$ cat src/rtl/vector_pkg.sv
// Shared vector datapath definitions: lane count, lane width and the word/address types
// used by the register file, operand mux and execute stages.
package vector_pkg;

    localparam int VLANES = 4;
    localparam int VWIDTH = 32;
    localparam int VAW    = 4;

    typedef logic [VWIDTH-1:0] vword_t;
    typedef logic [VAW-1:0]    vaddr_t;

    // Replicates one byte into every byte of a lane word.
    function automatic vword_t splat_byte(input logic [7:0] b);
        return {4{b}};
    endfunction

endpackage

$ cat src/rtl/vector_regfile_if.sv
// Read/write bus of the vector register file; the master drives addresses and writeback,
// the slave (the register file) returns both read ports.
interface vector_regfile_if #(
    parameter int AW    = 4,
    parameter int WIDTH = 32
);

    logic [AW-1:0]    ra1;
    logic [AW-1:0]    ra2;
    logic             we;
    logic [AW-1:0]    wa;
    logic [3:0]       wmask;
    logic [WIDTH-1:0] wd1, wd2, wd3, wd4;
    logic [WIDTH-1:0] rd11, rd12, rd13, rd14;
    logic [WIDTH-1:0] rd21, rd22, rd23, rd24;

    modport master (
        output ra1, ra2, we, wa, wmask, wd1, wd2, wd3, wd4,
        input  rd11, rd12, rd13, rd14, rd21, rd22, rd23, rd24
    );

    modport slave (
        input  ra1, ra2, we, wa, wmask, wd1, wd2, wd3, wd4,
        output rd11, rd12, rd13, rd14, rd21, rd22, rd23, rd24
    );

endinterface

$ cat src/rtl/vreg_lane.sv
// One lane of the vector register file: NREGS words of storage, one synchronous write
// port and two combinational read ports with write-first bypass.
module vreg_lane #(
    parameter int NREGS = 16,
    parameter int AW    = 4,
    parameter int WIDTH = 32
) (
    input  logic             clk,
    input  logic             rst,
    input  logic             we,
    input  logic [AW-1:0]    wa,
    input  logic [WIDTH-1:0] wd,
    input  logic [AW-1:0]    ra1,
    input  logic [AW-1:0]    ra2,
    output logic [WIDTH-1:0] rd1,
    output logic [WIDTH-1:0] rd2
);

    logic [WIDTH-1:0] mem [NREGS];
    logic             byp1;
    logic             byp2;

    // Reset wins over a write presented in the same cycle.
    always_ff @(posedge clk) begin
        if (rst) begin
            for (int r = 0; r < NREGS; r++) begin
                mem[r] <= '0;
            end
        end else if (we) begin
            mem[wa] <= wd;
        end
    end

    // The bypass mux sits after the storage read mux; no forwarding while reset is asserted.
    assign byp1 = we && !rst && (ra1 == wa);
    assign byp2 = we && !rst && (ra2 == wa);
    assign rd1  = byp1 ? wd : mem[ra1];
    assign rd2  = byp2 ? wd : mem[ra2];

endmodule

$ cat src/rtl/vector_regfile.sv
// Vector register file: NREGS registers of four lanes, built from one vreg_lane per lane
// whose write enable is qualified by that lane's wmask bit.
module vector_regfile
    import vector_pkg::*;
#(
    parameter int NREGS = 16,
    parameter int AW    = 4,
    parameter int WIDTH = 32
) (
    input  logic             clk,
    input  logic             rst,
    vector_regfile_if.slave  bus
);

    logic [WIDTH-1:0] wd  [VLANES];
    logic [WIDTH-1:0] rd1 [VLANES];
    logic [WIDTH-1:0] rd2 [VLANES];

    assign wd[0] = bus.wd1;
    assign wd[1] = bus.wd2;
    assign wd[2] = bus.wd3;
    assign wd[3] = bus.wd4;

    assign bus.rd11 = rd1[0];
    assign bus.rd12 = rd1[1];
    assign bus.rd13 = rd1[2];
    assign bus.rd14 = rd1[3];
    assign bus.rd21 = rd2[0];
    assign bus.rd22 = rd2[1];
    assign bus.rd23 = rd2[2];
    assign bus.rd24 = rd2[3];

    for (genvar i = 0; i < VLANES; i++) begin : g_lane
        vreg_lane #(
            .NREGS (NREGS),
            .AW    (AW),
            .WIDTH (WIDTH)
        ) u_lane (
            .clk (clk),
            .rst (rst),
            .we  (bus.we & bus.wmask[i]),
            .wa  (bus.wa),
            .wd  (wd[i]),
            .ra1 (bus.ra1),
            .ra2 (bus.ra2),
            .rd1 (rd1[i]),
            .rd2 (rd2[i])
        );
    end

endmodule

$ cat src/flat_wrapper.sv
// flat-port wrapper written by rule: the top's interface ports become plain ports
module vector_regfile_flat import vector_pkg::*;
#(
    parameter int NREGS = 16,
    parameter int AW    = 4,
    parameter int WIDTH = 32
)
  (clk, rst, bus_ra1, bus_ra2, bus_we, bus_wa, bus_wmask, bus_wd1, bus_wd2, bus_wd3, bus_wd4, bus_rd11, bus_rd12, bus_rd13, bus_rd14, bus_rd21, bus_rd22, bus_rd23, bus_rd24);
  vector_regfile_if #(.AW(AW), .WIDTH(WIDTH)) bus_i ();
  input  logic clk;
  input  logic rst;
  input wire logic [$bits(bus_i.ra1)-1:0] bus_ra1;
  input wire logic [$bits(bus_i.ra2)-1:0] bus_ra2;
  input wire logic [$bits(bus_i.we)-1:0] bus_we;
  input wire logic [$bits(bus_i.wa)-1:0] bus_wa;
  input wire logic [$bits(bus_i.wmask)-1:0] bus_wmask;
  input wire logic [$bits(bus_i.wd1)-1:0] bus_wd1;
  input wire logic [$bits(bus_i.wd2)-1:0] bus_wd2;
  input wire logic [$bits(bus_i.wd3)-1:0] bus_wd3;
  input wire logic [$bits(bus_i.wd4)-1:0] bus_wd4;
  output wire logic [$bits(bus_i.rd11)-1:0] bus_rd11;
  output wire logic [$bits(bus_i.rd12)-1:0] bus_rd12;
  output wire logic [$bits(bus_i.rd13)-1:0] bus_rd13;
  output wire logic [$bits(bus_i.rd14)-1:0] bus_rd14;
  output wire logic [$bits(bus_i.rd21)-1:0] bus_rd21;
  output wire logic [$bits(bus_i.rd22)-1:0] bus_rd22;
  output wire logic [$bits(bus_i.rd23)-1:0] bus_rd23;
  output wire logic [$bits(bus_i.rd24)-1:0] bus_rd24;
  assign bus_i.ra1 = bus_ra1;
  assign bus_i.ra2 = bus_ra2;
  assign bus_i.we = bus_we;
  assign bus_i.wa = bus_wa;
  assign bus_i.wmask = bus_wmask;
  assign bus_i.wd1 = bus_wd1;
  assign bus_i.wd2 = bus_wd2;
  assign bus_i.wd3 = bus_wd3;
  assign bus_i.wd4 = bus_wd4;
  assign bus_rd11 = bus_i.rd11;
  assign bus_rd12 = bus_i.rd12;
  assign bus_rd13 = bus_i.rd13;
  assign bus_rd14 = bus_i.rd14;
  assign bus_rd21 = bus_i.rd21;
  assign bus_rd22 = bus_i.rd22;
  assign bus_rd23 = bus_i.rd23;
  assign bus_rd24 = bus_i.rd24;
  vector_regfile #(.NREGS(NREGS), .AW(AW), .WIDTH(WIDTH)) u_core (.clk(clk), .rst(rst), .bus(bus_i));
endmodule
$ cat config.mk
export PLATFORM = sky130hd
export DESIGN_NAME = vector_regfile_flat
export DESIGN_NICKNAME = d
export VERILOG_FILES = /design/src/rtl/vector_pkg.sv /design/src/rtl/vector_regfile_if.sv /design/src/rtl/vreg_lane.sv /design/src/rtl/vector_regfile.sv /design/src/flat_wrapper.sv
export SDC_FILE = /design/constraint.sdc
export NUM_CORES = 2
export LEC_CHECK = 0
export BUFFER_PORTS_ARGS = -buffer_cell sky130_fd_sc_hd__buf_4
export CAP_MARGIN = 40
export CORE_MARGIN = 3
export CORE_UTILIZATION = 53
export CTS_CLUSTER_SIZE = 20
export DETAILED_ROUTE_END_ITERATION = 8
export HOLD_SLACK_MARGIN = 0.05
export PLACE_DENSITY = 0.76
export SLEW_MARGIN = 30
export SYNTH_ARGS = -nofsm -noshare
export SYNTH_HDL_FRONTEND = slang
export SYNTH_HIERARCHICAL = 1
export SYNTH_SLANG_ARGS = --single-unit
$ cat constraint.sdc
create_clock -name clk -period 5.5 [get_ports clk]
set_clock_uncertainty 0.1 [all_clocks]
set_input_delay 0.825 -clock clk [delete_from_list [all_inputs] [get_ports clk]]
set_output_delay 0.825 -clock clk [all_outputs]
set_load 0.02 [all_outputs]
==> reports/results.ini <==
[layout]
largest_register = u_core/g_lane.u_lane/mem
largest_register_ffs = 2048
layout.nets = 7431
top_regs = u_core/g_lane.u_lane/mem x2048
seq_area_um2 = 61500
multiInputGateArea_um2 = 45500
fillers = 14900
post-route-util = 0.601
area_delta_synth_final_pct = 12.4
drive_above_1_share = 0.326
instances_no_fill = 10200

[cts]
clk_path_buf_depth = 3
cts_sinks = 2048
postCtsSetupBuffers = 0
root_buffer = clkbuf_16
cts-buffers-inserted = 212
path_clk_slew_ns = 0.06
postCtsHoldBufs = 0
cts_tree = built
cts-htree-levels = 4
ctsResizeCount = 0

[power_and_ir_drop]
pwr_density_cell_nw_per_um2 = 305
leakage_nw = 43.1
irDropWorstVdd_uv = 322

[worst_setup_path]
cp.arrival_ns = 3.51
crit_path_end_kind = output pin
critPathLaunchType = primary input
critPathKind = in -> out
cp.required_ns = 4.58
worstPathMaxFanout = 37

[routing]
dr_wl_met3_mm = 39.4
wl_met2_mm = 159
viasPerCell = 6.76
maxUsedRoutingLayer = met5
firstDrtPassIters = 6
vias = 68600
wl_mm = 332
detail-route-antenna-nets = 0
drc_errors = 0
drtIter0Drc = 9709
met1_length_mm = 118
wire_per_inst_um = 32.7

[die]
die_height_um = 461
rows = 166
io_pins = 403
fp.dieW_um = 461
die_area_um2 = 212000
core_um2 = 205000
start_util = 0.534

[timing]
layout_min_cycle_time_ns = 4.43
rsz0062_at_grt = no
worst_pin_slew_ns = 0.947
max_slew_margin = 0.369
finalSetupViolations = 0
setup-tns-final_ns = 0
finalMaxSlewViolations = 0
max_freq_ghz = 0.226
hold_violations = 0
period_share = 0.806
worst_hold_slack_ns = 0.243

[global_route]
grt_pass1_vias = 71300
grt_max_degree = 87
gr-usage-all-layers = 0.312
grt_overflow = 0
grt_pass1_wl_mm = 479
antenna_found_initial = 27

[logic_synthesis]
synth.area.top_cells = edfxtp_1 (56%), mux4_2 (21%), and2_1 (12%)
synthesis.area_um2 = 110000
synth_warnings = 6
yosysTopAreaCellShare = 0.561
synth_cells = 7072
ys_ff_latch = 2048
synth-main-ff-cell = edfxtp_1
syn_avg_cell_area_um2 = 15.5
synth_edf_count = 2048
ys_seq_area_frac = 0.561
yosysTopAreaCell = edfxtp_1
synth-async-reset-ratio = 0
syn-num-nets = 7219
synth_cell_types = 25

[run_status]
status = completed

[placement]
placed_cells = 9753
dp_hpwl_mm = 192
portBuffers = 402
gp_congestion = 0.837

[worst_hold_path]
hold_class = in -> reg

[flow_run]
max_cap_violations = 0

==> kinds of logic after synthesis <==
group,Yosys count,share of synthesized area
AND/OR/NAND/NOR,2504,0.135
flip-flops,2048,0.561
multiplexers,1288,0.238
buffers and inverters,704,0.0286
AO/OA/AOI/OAI,504,0.0346
XOR/XNOR,24,0.00192
==> worst paths after layout <==
path | start | endpoint | slack [ns] | cells past startpoint
hold / removal | bus_wd1[16] | u_core/g_lane[0].u_lane/mem[1][16] | 0.24 | 2
setup / recovery | bus_ra1[0] | bus_rd12[22] | 1.07 | 7
==> routing by layer <==
layer,GRT usage,up-vias
met5,0,-
met3,0.0716,890
met4,0.142,6
li1,-,27800
met2,0.497,4788
met1,0.411,35100
==> Yosys cell counts, drive strengths merged, types with 20 or more instances <==
master,number
mux2,256
mux4,1032
edfxtp,2048
nor2b,20
nand2,256
a22oi,500
and2,2060
nor2,56
buf,204
clkbuf,492
or2,64
nor3,20
==> power by group <==
part | switching, W | internal, W | total (W)
Sequential | 0.000416 | 0.0180 | 0.0184
Clock | 0.00626 | 0.00773 | 0.0140
Combinational | 0.00283 | 0.00229 | 0.00512
Total | 0.00950 | 0.0280 | 0.0375
==> critical path, stage by stage <==
cell	delay, ns
buf_8	0.43
buf_4	0.66
mux4_2	0.58
a22oi_1	0.26
nand2_1	0.18
mux2_2	0.31
buf_4	0.16
==> metrics by stage <==
stage          total power (W)  cell area (um^2)  worst slack (ns)
6_report                0.0375            123000              1.07
5_1_grt                 0.0386            123000             0.953
4_1_cts                 0.0376            123000              1.09
3_5_place_dp            0.0238            116000              1.10
3_3_place_gp            0.0236            116000              1.13
2_1_floorplan           0.0218            110000              2.18
==> layout make-up <==
type,instances,share of cell area
Clock buffer,261,0.0445
Clock inverter,118,0.00974
Multi-Input combinational cell,4320,0.369
Timing Repair Buffer,694,0.0499
Tap cell,2688,0.0273
Sequential cell,2048,0.499
Antenna cell,17,0.000345
Inverter,8,0.000244
==> placed cells by master, fill, tap and decap left out, types with 10 or more instances in the layout <==
| cell | n |
|---|---|
| edfxtp_1 | 2048 |
| clkinv_2 | 25 |
| clkbuf_1 | 49 |
| nand2_1 | 256 |
| bufinv_16 | 13 |
| nor2_4 | 17 |
| xnor2_1 | 12 |
| mux2_2 | 252 |
| clkinv_16 | 10 |
| and2_1 | 2052 |
| buf_4 | 628 |
| nor3_2 | 16 |
| mux4_2 | 1032 |
| a22oi_1 | 500 |
| buf_16 | 18 |
| clkbuf_16 | 212 |
| or2_2 | 62 |
| nor2_2 | 39 |
| buf_12 | 44 |
| nor2b_4 | 16 |
| clkinv_1 | 55 |
| xor2_1 | 12 |
| diode_2 | 17 |
Power figures use the tool's default switching activity.
